[config.mk]
export PLATFORM = sky130hd
export DESIGN_NAME = conv_kernel_ctrl
export DESIGN_NICKNAME = d
export VERILOG_FILES = /design/src/rtl/conv_pkg.sv /design/src/rtl/conv_frame_counter.sv /design/src/rtl/conv_kernel_ctrl.sv
export SDC_FILE = /design/constraint.sdc
export NUM_CORES = 1
export LEC_CHECK = 0
export BUFFER_PORTS_ARGS = -buffer_cell sky130_fd_sc_hd__buf_4
export CORE_ASPECT_RATIO = 1.5
export CORE_UTILIZATION = 55
export CTS_CLUSTER_SIZE = 40
export DETAILED_ROUTE_END_ITERATION = 10
export PLACE_DENSITY_LB_ADDON = 0.12
export SLEW_MARGIN = 20
export SYNTH_ARGS = -nofsm -noshare
export SYNTH_HDL_FRONTEND = slang
export SYNTH_HIERARCHICAL = 1
export SYNTH_SLANG_ARGS = --single-unit
[constraint.sdc]
create_clock -name i_clk -period 2.35 [get_ports i_clk]
set_input_delay 0.47 -clock i_clk [delete_from_list [all_inputs] [get_ports i_clk]]
set_output_delay 0.47 -clock i_clk [all_outputs]
set_load 0.01 [all_outputs]
[src/rtl/conv_pkg.sv]
// rtl/conv_pkg.sv - shared types, sizes and coefficient presets for the kernel controller
package conv_pkg;

  localparam int SIZE                = 3;
  localparam int KERNEL_WIDTH        = 8;
  localparam int DEFAULT_LINE_WIDTH  = 640;
  localparam int DEFAULT_FRAME_LINES = 480;
  localparam int RESET_CENTER        = 1;
  localparam int NTAPS               = SIZE * SIZE;
  localparam int ADDR_W              = $clog2(NTAPS);

  // kernel[row][col] is one signed coefficient
  typedef logic signed [0:SIZE-1][0:SIZE-1][KERNEL_WIDTH-1:0] kernel_t;

  typedef enum logic [1:0] {
    IDLE = 2'd0,
    RUN  = 2'd1,
    SWAP = 2'd2
  } ctrl_state_e;

  localparam logic signed [KERNEL_WIDTH-1:0] K0  = KERNEL_WIDTH'(0);
  localparam logic signed [KERNEL_WIDTH-1:0] KP1 = KERNEL_WIDTH'(1);
  localparam logic signed [KERNEL_WIDTH-1:0] KM1 = KERNEL_WIDTH'(-1);
  localparam logic signed [KERNEL_WIDTH-1:0] KP2 = KERNEL_WIDTH'(2);
  localparam logic signed [KERNEL_WIDTH-1:0] KM2 = KERNEL_WIDTH'(-2);
  localparam logic signed [KERNEL_WIDTH-1:0] KM4 = KERNEL_WIDTH'(-4);

  // 3x3 presets, row-major: identity, box, Sobel-X, Laplacian
  localparam logic signed [KERNEL_WIDTH-1:0] PRESET_TAPS [4][9] = '{
    '{K0,  K0,  K0,  K0,  KP1, K0,  K0,  K0,  K0 },
    '{KP1, KP1, KP1, KP1, KP1, KP1, KP1, KP1, KP1},
    '{KM1, K0,  KP1, KM2, K0,  KP2, KM1, K0,  KP1},
    '{K0,  KP1, K0,  KP1, KM4, KP1, K0,  KP1, K0 }
  };

  function automatic kernel_t reset_kernel();
    kernel_t k;
    k = '0;
    k[SIZE/2][SIZE/2] = KERNEL_WIDTH'(RESET_CENTER);
    return k;
  endfunction

  // Only identity exists for kernels other than 3x3
  function automatic kernel_t preset_kernel(input logic [1:0] sel);
    kernel_t k;
    k = '0;
    if (SIZE == 3) begin
      for (int r = 0; r < SIZE; r++) begin
        for (int c = 0; c < SIZE; c++) begin
          if (r * SIZE + c < 9) k[r][c] = PRESET_TAPS[sel][r * SIZE + c];
        end
      end
    end else begin
      k[SIZE/2][SIZE/2] = KP1;
    end
    return k;
  endfunction

endpackage

[src/rtl/conv_frame_counter.sv]
// rtl/conv_frame_counter.sv - raster x/y counters with last-pixel detect and frame_done pulse
module conv_frame_counter #(
  parameter int LINE_WIDTH  = 640,
  parameter int FRAME_LINES = 480
) (
  input  logic                           i_clk,
  input  logic                           i_rst,
  input  logic                           i_pix_valid,
  output logic [$clog2(LINE_WIDTH)-1:0]  o_frame_x,
  output logic [$clog2(FRAME_LINES)-1:0] o_frame_y,
  output logic                           o_last,
  output logic                           o_frame_done
);

  localparam int XW = $clog2(LINE_WIDTH);
  localparam int YW = $clog2(FRAME_LINES);

  logic [XW-1:0] r_x;
  logic [YW-1:0] r_y;
  logic          r_done;
  logic          w_x_end;
  logic          w_y_end;

  assign w_x_end      = (r_x == XW'(LINE_WIDTH - 1));
  assign w_y_end      = (r_y == YW'(FRAME_LINES - 1));
  assign o_last       = i_pix_valid && w_x_end && w_y_end;
  assign o_frame_x    = r_x;
  assign o_frame_y    = r_y;
  assign o_frame_done = r_done;

  // Advance the raster position on every accepted pixel; pulse frame_done after the last one
  always_ff @(posedge i_clk) begin
    if (i_rst) begin
      r_x    <= '0;
      r_y    <= '0;
      r_done <= 1'b0;
    end else begin
      r_done <= o_last;
      if (i_pix_valid) begin
        if (w_x_end) begin
          r_x <= '0;
          r_y <= w_y_end ? '0 : r_y + 1'b1;
        end else begin
          r_x <= r_x + 1'b1;
        end
      end
    end
  end

endmodule

[src/rtl/conv_kernel_ctrl.sv]
// rtl/conv_kernel_ctrl.sv - shadow/active coefficient banks swapped at frame boundaries; CONV_KERNEL_PRESET_EN adds preset loads
module conv_kernel_ctrl
  import conv_pkg::*;
#(
  parameter int LINE_WIDTH  = DEFAULT_LINE_WIDTH,
  parameter int FRAME_LINES = DEFAULT_FRAME_LINES
) (
  input  logic                           i_clk,
  input  logic                           i_rst,
  input  logic                           i_pix_valid,
  input  logic                           i_cfg_wr_en,
  input  logic [ADDR_W-1:0]              i_cfg_addr,
  input  logic signed [KERNEL_WIDTH-1:0] i_cfg_data,
  input  logic                           i_cfg_commit,
`ifdef CONV_KERNEL_PRESET_EN
  input  logic                           i_cfg_preset_ld,
  input  logic [1:0]                     i_cfg_preset_sel,
`endif
  output logic                           o_cfg_busy,
  output logic                           o_cfg_err,
  output kernel_t                        o_kernel,
  output logic [$clog2(LINE_WIDTH)-1:0]  o_frame_x,
  output logic [$clog2(FRAME_LINES)-1:0] o_frame_y,
  output logic                           o_frame_done,
  output logic                           o_kernel_swap
);

  ctrl_state_e r_state;
  kernel_t     r_shadow;
  kernel_t     r_active;
  logic        r_pending;
  logic        r_err;
  logic        r_swap;

  kernel_t     w_load_k;
  logic        w_ld_ok;
  logic        w_ld_bad;
  logic        w_last;
  logic        w_in_frame;

  conv_frame_counter #(
    .LINE_WIDTH  (LINE_WIDTH),
    .FRAME_LINES (FRAME_LINES)
  ) u_frame_counter (
    .i_clk        (i_clk),
    .i_rst        (i_rst),
    .i_pix_valid  (i_pix_valid),
    .o_frame_x    (o_frame_x),
    .o_frame_y    (o_frame_y),
    .o_last       (w_last),
    .o_frame_done (o_frame_done)
  );

  // A frame has already started if the raster position has left (0,0)
  assign w_in_frame = (|o_frame_x) || (|o_frame_y);

  assign o_kernel      = r_active;
  assign o_cfg_busy    = r_pending;
  assign o_cfg_err     = r_err;
  assign o_kernel_swap = r_swap;

  // Decide whether this cycle updates the shadow bank, and with what contents
  always_comb begin
    w_ld_ok  = 1'b0;
    w_ld_bad = 1'b0;
    w_load_k = r_shadow;
`ifdef CONV_KERNEL_PRESET_EN
    if (i_cfg_preset_ld) begin
      if (r_pending || (SIZE != 3 && i_cfg_preset_sel != 2'd0)) begin
        w_ld_bad = 1'b1;
      end else begin
        w_ld_ok  = 1'b1;
        w_load_k = preset_kernel(i_cfg_preset_sel);
      end
    end else
`endif
    if (i_cfg_wr_en) begin
      if (r_pending || int'(i_cfg_addr) >= NTAPS) begin
        w_ld_bad = 1'b1;
      end else begin
        w_ld_ok = 1'b1;
        for (int r = 0; r < SIZE; r++) begin
          for (int c = 0; c < SIZE; c++) begin
            if (int'(i_cfg_addr) == r * SIZE + c) w_load_k[r][c] = i_cfg_data;
          end
        end
      end
    end
  end

  // Shadow bank: host-visible staging copy, locked while a swap is pending
  always_ff @(posedge i_clk) begin
    if (i_rst) begin
      r_shadow <= reset_kernel();
    end else if (w_ld_ok) begin
      r_shadow <= w_load_k;
    end
  end

  // Sticky error for any rejected shadow load
  always_ff @(posedge i_clk) begin
    if (i_rst) begin
      r_err <= 1'b0;
    end else if (w_ld_bad) begin
      r_err <= 1'b1;
    end
  end

  // Frame FSM: holds commits until a frame boundary, then copies shadow into active for one cycle
  always_ff @(posedge i_clk) begin
    if (i_rst) begin
      r_state   <= IDLE;
      r_pending <= 1'b0;
      r_active  <= reset_kernel();
      r_swap    <= 1'b0;
    end else begin
      r_swap <= 1'b0;
      if (i_cfg_commit) r_pending <= 1'b1;
      case (r_state)
        IDLE: begin
          if (r_pending)        r_state <= SWAP;
          else if (i_pix_valid) r_state <= RUN;
        end
        RUN: begin
          if (w_last) r_state <= (r_pending || i_cfg_commit) ? SWAP : IDLE;
        end
        SWAP: begin
          r_active  <= r_shadow;
          r_pending <= 1'b0;
          r_swap    <= 1'b1;
          r_state   <= (i_pix_valid || w_in_frame) ? RUN : IDLE;
        end
        default: r_state <= IDLE;
      endcase
    end
  end

endmodule

Word level (Yosys, flattened, before mapping)
Index checks and enable logic that the tools add are counted.
{ "word_totals": {"reg_bits": 169, "out_inout_bits": 95, "word_cells": 78} }
{ "op_classes": {"addsub": 2, "n_lt_le_gt_ge": 1, "eq_ne": 14, "muxes": 13, "n_bitwise": 1, "reduce_logical": 22} }
{ "op_table": {"columns": ["cell", "n"], "rows": [
  ["4-bit AND reduction", 9],
  ["4-bit equality test, second input constant", 5],
  ["10-bit by 1-bit adder with 10-bit output, second input constant", 1],
  ["10-bit equality test, second input constant", 1],
  ["10-bit two-way mux", 1],
  ["10-bit OR reduction", 1],
  ["9-bit by 1-bit adder with 9-bit output, second input constant", 1],
  ["9-bit equality test, second input constant", 1],
  ["9-bit two-way mux", 1],
  ["9-bit OR reduction", 1],
  ["4-bit by 3-bit equality test with 1-bit output, second input constant", 2],
  ["2-bit two-way mux", 4],
  ["1-bit two-way mux", 6],
  ["2-bit one-hot mux with 3 select lines", 1],
  ["4-bit by 2-bit equality test with 1-bit output, second input constant", 1],
  ["4-bit >= comparator, second input constant", 1],
  ["4-bit logical NOT", 1],
  ["1-bit logical OR", 4],
  ["2-bit AND reduction", 2],
  ["3-bit inequality test, second input constant", 1],
  ["2-bit by 1-bit equality test with 1-bit output, second input constant", 1],
  ["2-bit equality test, second input constant", 1],
  ["1-bit logical AND", 2],
  ["2-bit logical NOT", 1],
  ["other kinds (3)", 3]
]} }

Longest topological paths before layout
{ "logic_depth": {"depth_word": 5, "depth_mapped": 8} }

Modules after synthesis
The synthesis kept the hierarchy.
{ "modules_own_cells": {"columns": ["mod", "n_inst", "cells_per_inst", "area_per_inst_um2", "seq_area_each_um2"], "rows": [
  ["conv_kernel_ctrl", 1, 534, 5265.0, 2982.9],
  ["conv_frame_counter", 1, 103, 914.6, 400.4]
]} }

Least setup slack after synthesis
No wires, ideal clock.
{ "synth_path": {"path_kind": "reg2reg", "start": "register u_frame_counter.r_x[0] (netlist: u_frame_counter/o_frame_x[0])", "end": "register r_state[0]", "t_arrival_ps": 2057, "t_required_ps": 2255, "path_slack_ps": 198, "stages_incl_launch_ff": 9, "path_buffers": 1, "cell_sequence": "dfxtp_1 ha_1 and3_2 nand3_4 clkbuf_1 nor2_1 or3b_1 and4_1 a221oi_1"} }
{ "synth_between": {"elab_chain_cells": 5} }
{ "synth_rtl": {"columns": ["element", "line", "rtl"], "rows": [
  ["from (decl)", "conv_frame_counter.sv:18", "logic [XW-1:0] r_x;"],
  ["from (signal assigned)", "conv_frame_counter.sv:44", "r_x <= r_x + 1'b1;"],
  ["10-bit equality test", "conv_frame_counter.sv:24", "assign w_x_end = (r_x == XW'(LINE_WIDTH - 1));"],
  ["1-bit logical AND (2 in series)", "conv_frame_counter.sv:26", "assign o_last = i_pix_valid && w_x_end && w_y_end;"],
  ["named net w_last", "conv_kernel_ctrl.sv:38", "logic w_last;"],
  ["2-bit by 1-bit inequality test with 1-bit output (no line)", null, null],
  ["2-bit AND reduction (no line)", null, null],
  ["to (signal assigned)", "conv_kernel_ctrl.sv:125", "if (w_last) r_state <= (r_pending || i_cfg_commit) ? SWAP : IDLE;"],
  ["to (signal assigned)", "conv_kernel_ctrl.sv:131", "r_state <= (i_pix_valid || w_in_frame) ? RUN : IDLE;"],
  ["to (decl)", "conv_kernel_ctrl.sv:28", "ctrl_state_e r_state;"]
]} }
The timed path passes the listed nets, and every way through them passes these cells.
A chain may end at the register's enable or synchronous reset.

Worst setup path in the final report
{ "layout_path": {"start": "register u_frame_counter.r_y[0] (netlist: u_frame_counter/o_frame_y[0])", "end": "register r_state[0]"} }
{ "layout_lines": {"columns": ["element", "line", "rtl"], "rows": [
  ["from (decl)", "conv_frame_counter.sv:19", "logic [YW-1:0] r_y;"],
  ["from (signal assigned)", "conv_frame_counter.sv:42", "r_y <= w_y_end ? '0 : r_y + 1'b1;"],
  ["9-bit equality test", "conv_frame_counter.sv:25", "assign w_y_end = (r_y == YW'(FRAME_LINES - 1));"],
  ["1-bit logical AND", "conv_frame_counter.sv:26", null],
  ["named net w_last", "conv_kernel_ctrl.sv:38", null],
  ["2-bit by 1-bit inequality test with 1-bit output (no line)", null, null],
  ["2-bit AND reduction (no line)", null, null]
]} }
The timed path passes the listed nets, and every way through them passes these cells.

==> impl_metrics.json <==
{
  "start_util_pct": 56.2,
  "hold_violations": 0,
  "drive_gt1_share_pct": 22.5,
  "nFillCells": 860,
  "slew_violations": 0,
  "htree_levels": 4,
  "antennaDiodeCount": 0,
  "path_delay_family": "simple AND/OR/NAND/NOR gates",
  "fp.dieH_um": 132,
  "port_buffers": 111,
  "grt_pass1_wl_um": 24600,
  "hp-start": "i_cfg_commit",
  "cts_setup_buffers": 0,
  "synth_seq_cells": 169,
  "cp-start-kind": "flop",
  "ir_drop_mv": 0.608,
  "place_area_mm2": 0.00701,
  "worst_pin_slew_ns": 0.649,
  "core_mm2": 0.0110,
  "final_common_cell": "dfxtp_1",
  "ys.flop_type": "dfxtp_1",
  "grt.total_usage_pct": 27.0,
  "finalWirelength_um": 15200,
  "slew_headroom_pct": 56.7,
  "clk_path_buf_depth": 2,
  "cts_root_buffer": "clkbuf_16",
  "worstHoldPathType": "in -> reg",
  "cp.buffers_inverters": 0,
  "slowest_delay_ns": 0.37,
  "ys_seq_area_share_pct": 54.7,
  "synth_edf_count": 0,
  "syn_to_final_growth_pct": 22.1,
  "fmax_ghz": 0.488,
  "grt_max_degree": 74,
  "die_x_um": 88.5,
  "syn_nets": 656,
  "synth_area_mm2": 0.00618,
  "gr-total-overflow": 0,
  "cp_data_required_time_ns": 2.68,
  "status": "finished, final reports clean",
  "final_core_utilization_pct": 68.6,
  "synthArstFlopShare_pct": 0,
  "hold_buffers": 0,
  "vias_per_cell": 5.97,
  "synth_area_leaders": "dfxtp_1, a22o_1, a21oi_1",
  "worstPathMaxFanout": 8,
  "ys_warn_count": 6,
  "end_kind": "flop",
  "grt_antenna_before_repair": 0,
  "final_cell_mix": "dfxtp_1, buf_4, a21oi_1",
  "synthesis.instances": 637,
  "path_common_cell": "and4_1",
  "grt_pass1_vias": 5046,
  "gp_congestion": 0.890,
  "min_period_ns": 2.05,
  "period_share_pct": 87.1,
  "first_pass_iters": 5,
  "yosysUniqueCellTypes": 48,
  "rsz0062_at_grt": "no",
  "cts_tree": "built",
  "power_density_mw_per_mm2": 765,
  "fin_nets": 732,
  "final_area_mm2": 0.00755,
  "finalPower_mw": 5.77,
  "clk_latency_ns": 0.42,
  "avgRoutedWirePerCell_um": 17.5,
  "path_class": "reg -> reg",
  "fin_tns_setup_ns": 0,
  "synth_top_area_share_pct": 54.7,
  "cp_cell_sequence": "ha_1 -> and4_1 -> nand2_1 -> nor2_1 -> or3b_1 -> and4_1 -> a221oi_1",
  "setup_viol": 0,
  "fin_skew_ns": 0.00638,
  "cpMaxStageDelayCell": "dfxtp_1",
  "p_leak_nw": 2.90,
  "remaining_drc_errors": 0,
  "cts-buffers-inserted": 17,
  "clock-sinks": 169,
  "io-pin-count": 112,
  "drt-initial-drc-count": 537,
  "startpoint": "u_frame_counter/o_frame_y[0]$_SDFFE_PP0P_",
  "postRouteAntennaNets": 0,
  "cap_viol_max_count": 0,
  "vias": 5209,
  "post-dp-hpwl_um": 9880,
  "reg2reg_from": "u_frame_counter/o_frame_y[0]$_SDFFE_PP0P_",
  "placementRows": 47,
  "synth_area_leader_cell": "dfxtp_1",
  "critPathArrivalTime_ns": 2.38,
  "synth.avg_cell_area_um2": 9.70,
  "path_clk_slew_ns": 0.06,
  "die_area_mm2": 0.0117,
  "cts_resized": 0
}
==> layout make-up <==
| cell class | instances | area (µm²) | share of cell area [%] |
|---|---|---|---|
| repair buffers | 119 | 918 | 12.2 |
| well taps | 147 | 184 | 2.44 |
| clock inverters | 13 | 97.6 | 1.29 |
| multi-input cells | 400 | 2500 | 33.1 |
| clock buffers | 18 | 439 | 5.82 |
| inverters | 6 | 22.5 | 0.298 |
| flip-flops and latches | 169 | 3380 | 44.8 |
==> Yosys cell counts (3+ instances only) <==
master / count
or3b_1: 3
and4_1: 3
nor2_1: 16
nor4_1: 3
or4_1: 5
clkbuf_2: 5
nand3_1: 76
xor2_1: 6
a22o_1: 71
dfxtp_1: 169
nand2b_1: 3
clkbuf_1: 25
a21oi_1: 81
nand4_1: 4
buf_2: 31
nand2_1: 9
inv_1: 6
xnor2_1: 4
o21ai_1: 32
o21ai_0: 48
==> registers in the layout, indices dropped and copies added, names as in the netlist <==
signal / flops
o_cfg_busy: 1
o_cfg_err: 1
o_kernel: 72
o_kernel_swap: 1
r_shadow: 72
r_state: 2
u_frame_counter/o_frame_done: 1
u_frame_counter/o_frame_x: 10
u_frame_counter/o_frame_y: 9
==> stage by stage <==
| stage | setup slack [ns] | cells | hold slack [ns] |
|---|---|---|---|
| 2_1_floorplan | 0.198 | 637 | 0.436 |
| 3_3_place_gp | 0.374 | 841 | 0.438 |
| 3_5_place_dp | 0.333 | 841 | 0.444 |
| 4_1_cts | 0.322 | 872 | 0.249 |
| 5_1_grt | 0.184 | 872 | 0.256 |
| 6_report | 0.302 | 872 | 0.255 |
==> report_power, final <==
| part | switching (mW) | internal, mW | leakage (nW) |
|---|---|---|---|
| combinational | 0.232 | 0.0949 | 1.28 |
| clock | 1.15 | 1.38 | 0.255 |
| sequential | 0.0271 | 2.89 | 1.36 |
==> routing by layer <==
layer	GRT usage, %	routed length, µm
met1	31.9	6080
met2	45.0	7780
met3	8.39	977
met4	10.7	376
met5	0	0
==> final timing paths <==
check / to / slack [ns] / cells after the start
min reg2reg: o_cfg_err$_SDFFE_PP0P_ / 0.45 / 2
max: r_state[0]$_SDFFE_PP0P_ / 0.30 / 7
max reg2reg: r_state[0]$_SDFFE_PP0P_ / 0.30 / 7
min: o_cfg_busy$_SDFFE_PP0P_ / 0.26 / 2
==> cells by family after synthesis <==
| group | Yosys count | share of synthesized area, % |
|---|---|---|
| buffers and inverters | 68 | 4.98 |
| multiplexers | 2 | 0.324 |
| flip-flops | 169 | 54.7 |
| AO/OA/AOI/OAI | 239 | 24.1 |
| XOR/XNOR | 10 | 1.42 |
| adder cells (fa/ha/maj) | 2 | 0.405 |
| AND/OR/NAND/NOR | 147 | 14.1 |
Power figures use the tool's default switching activity.
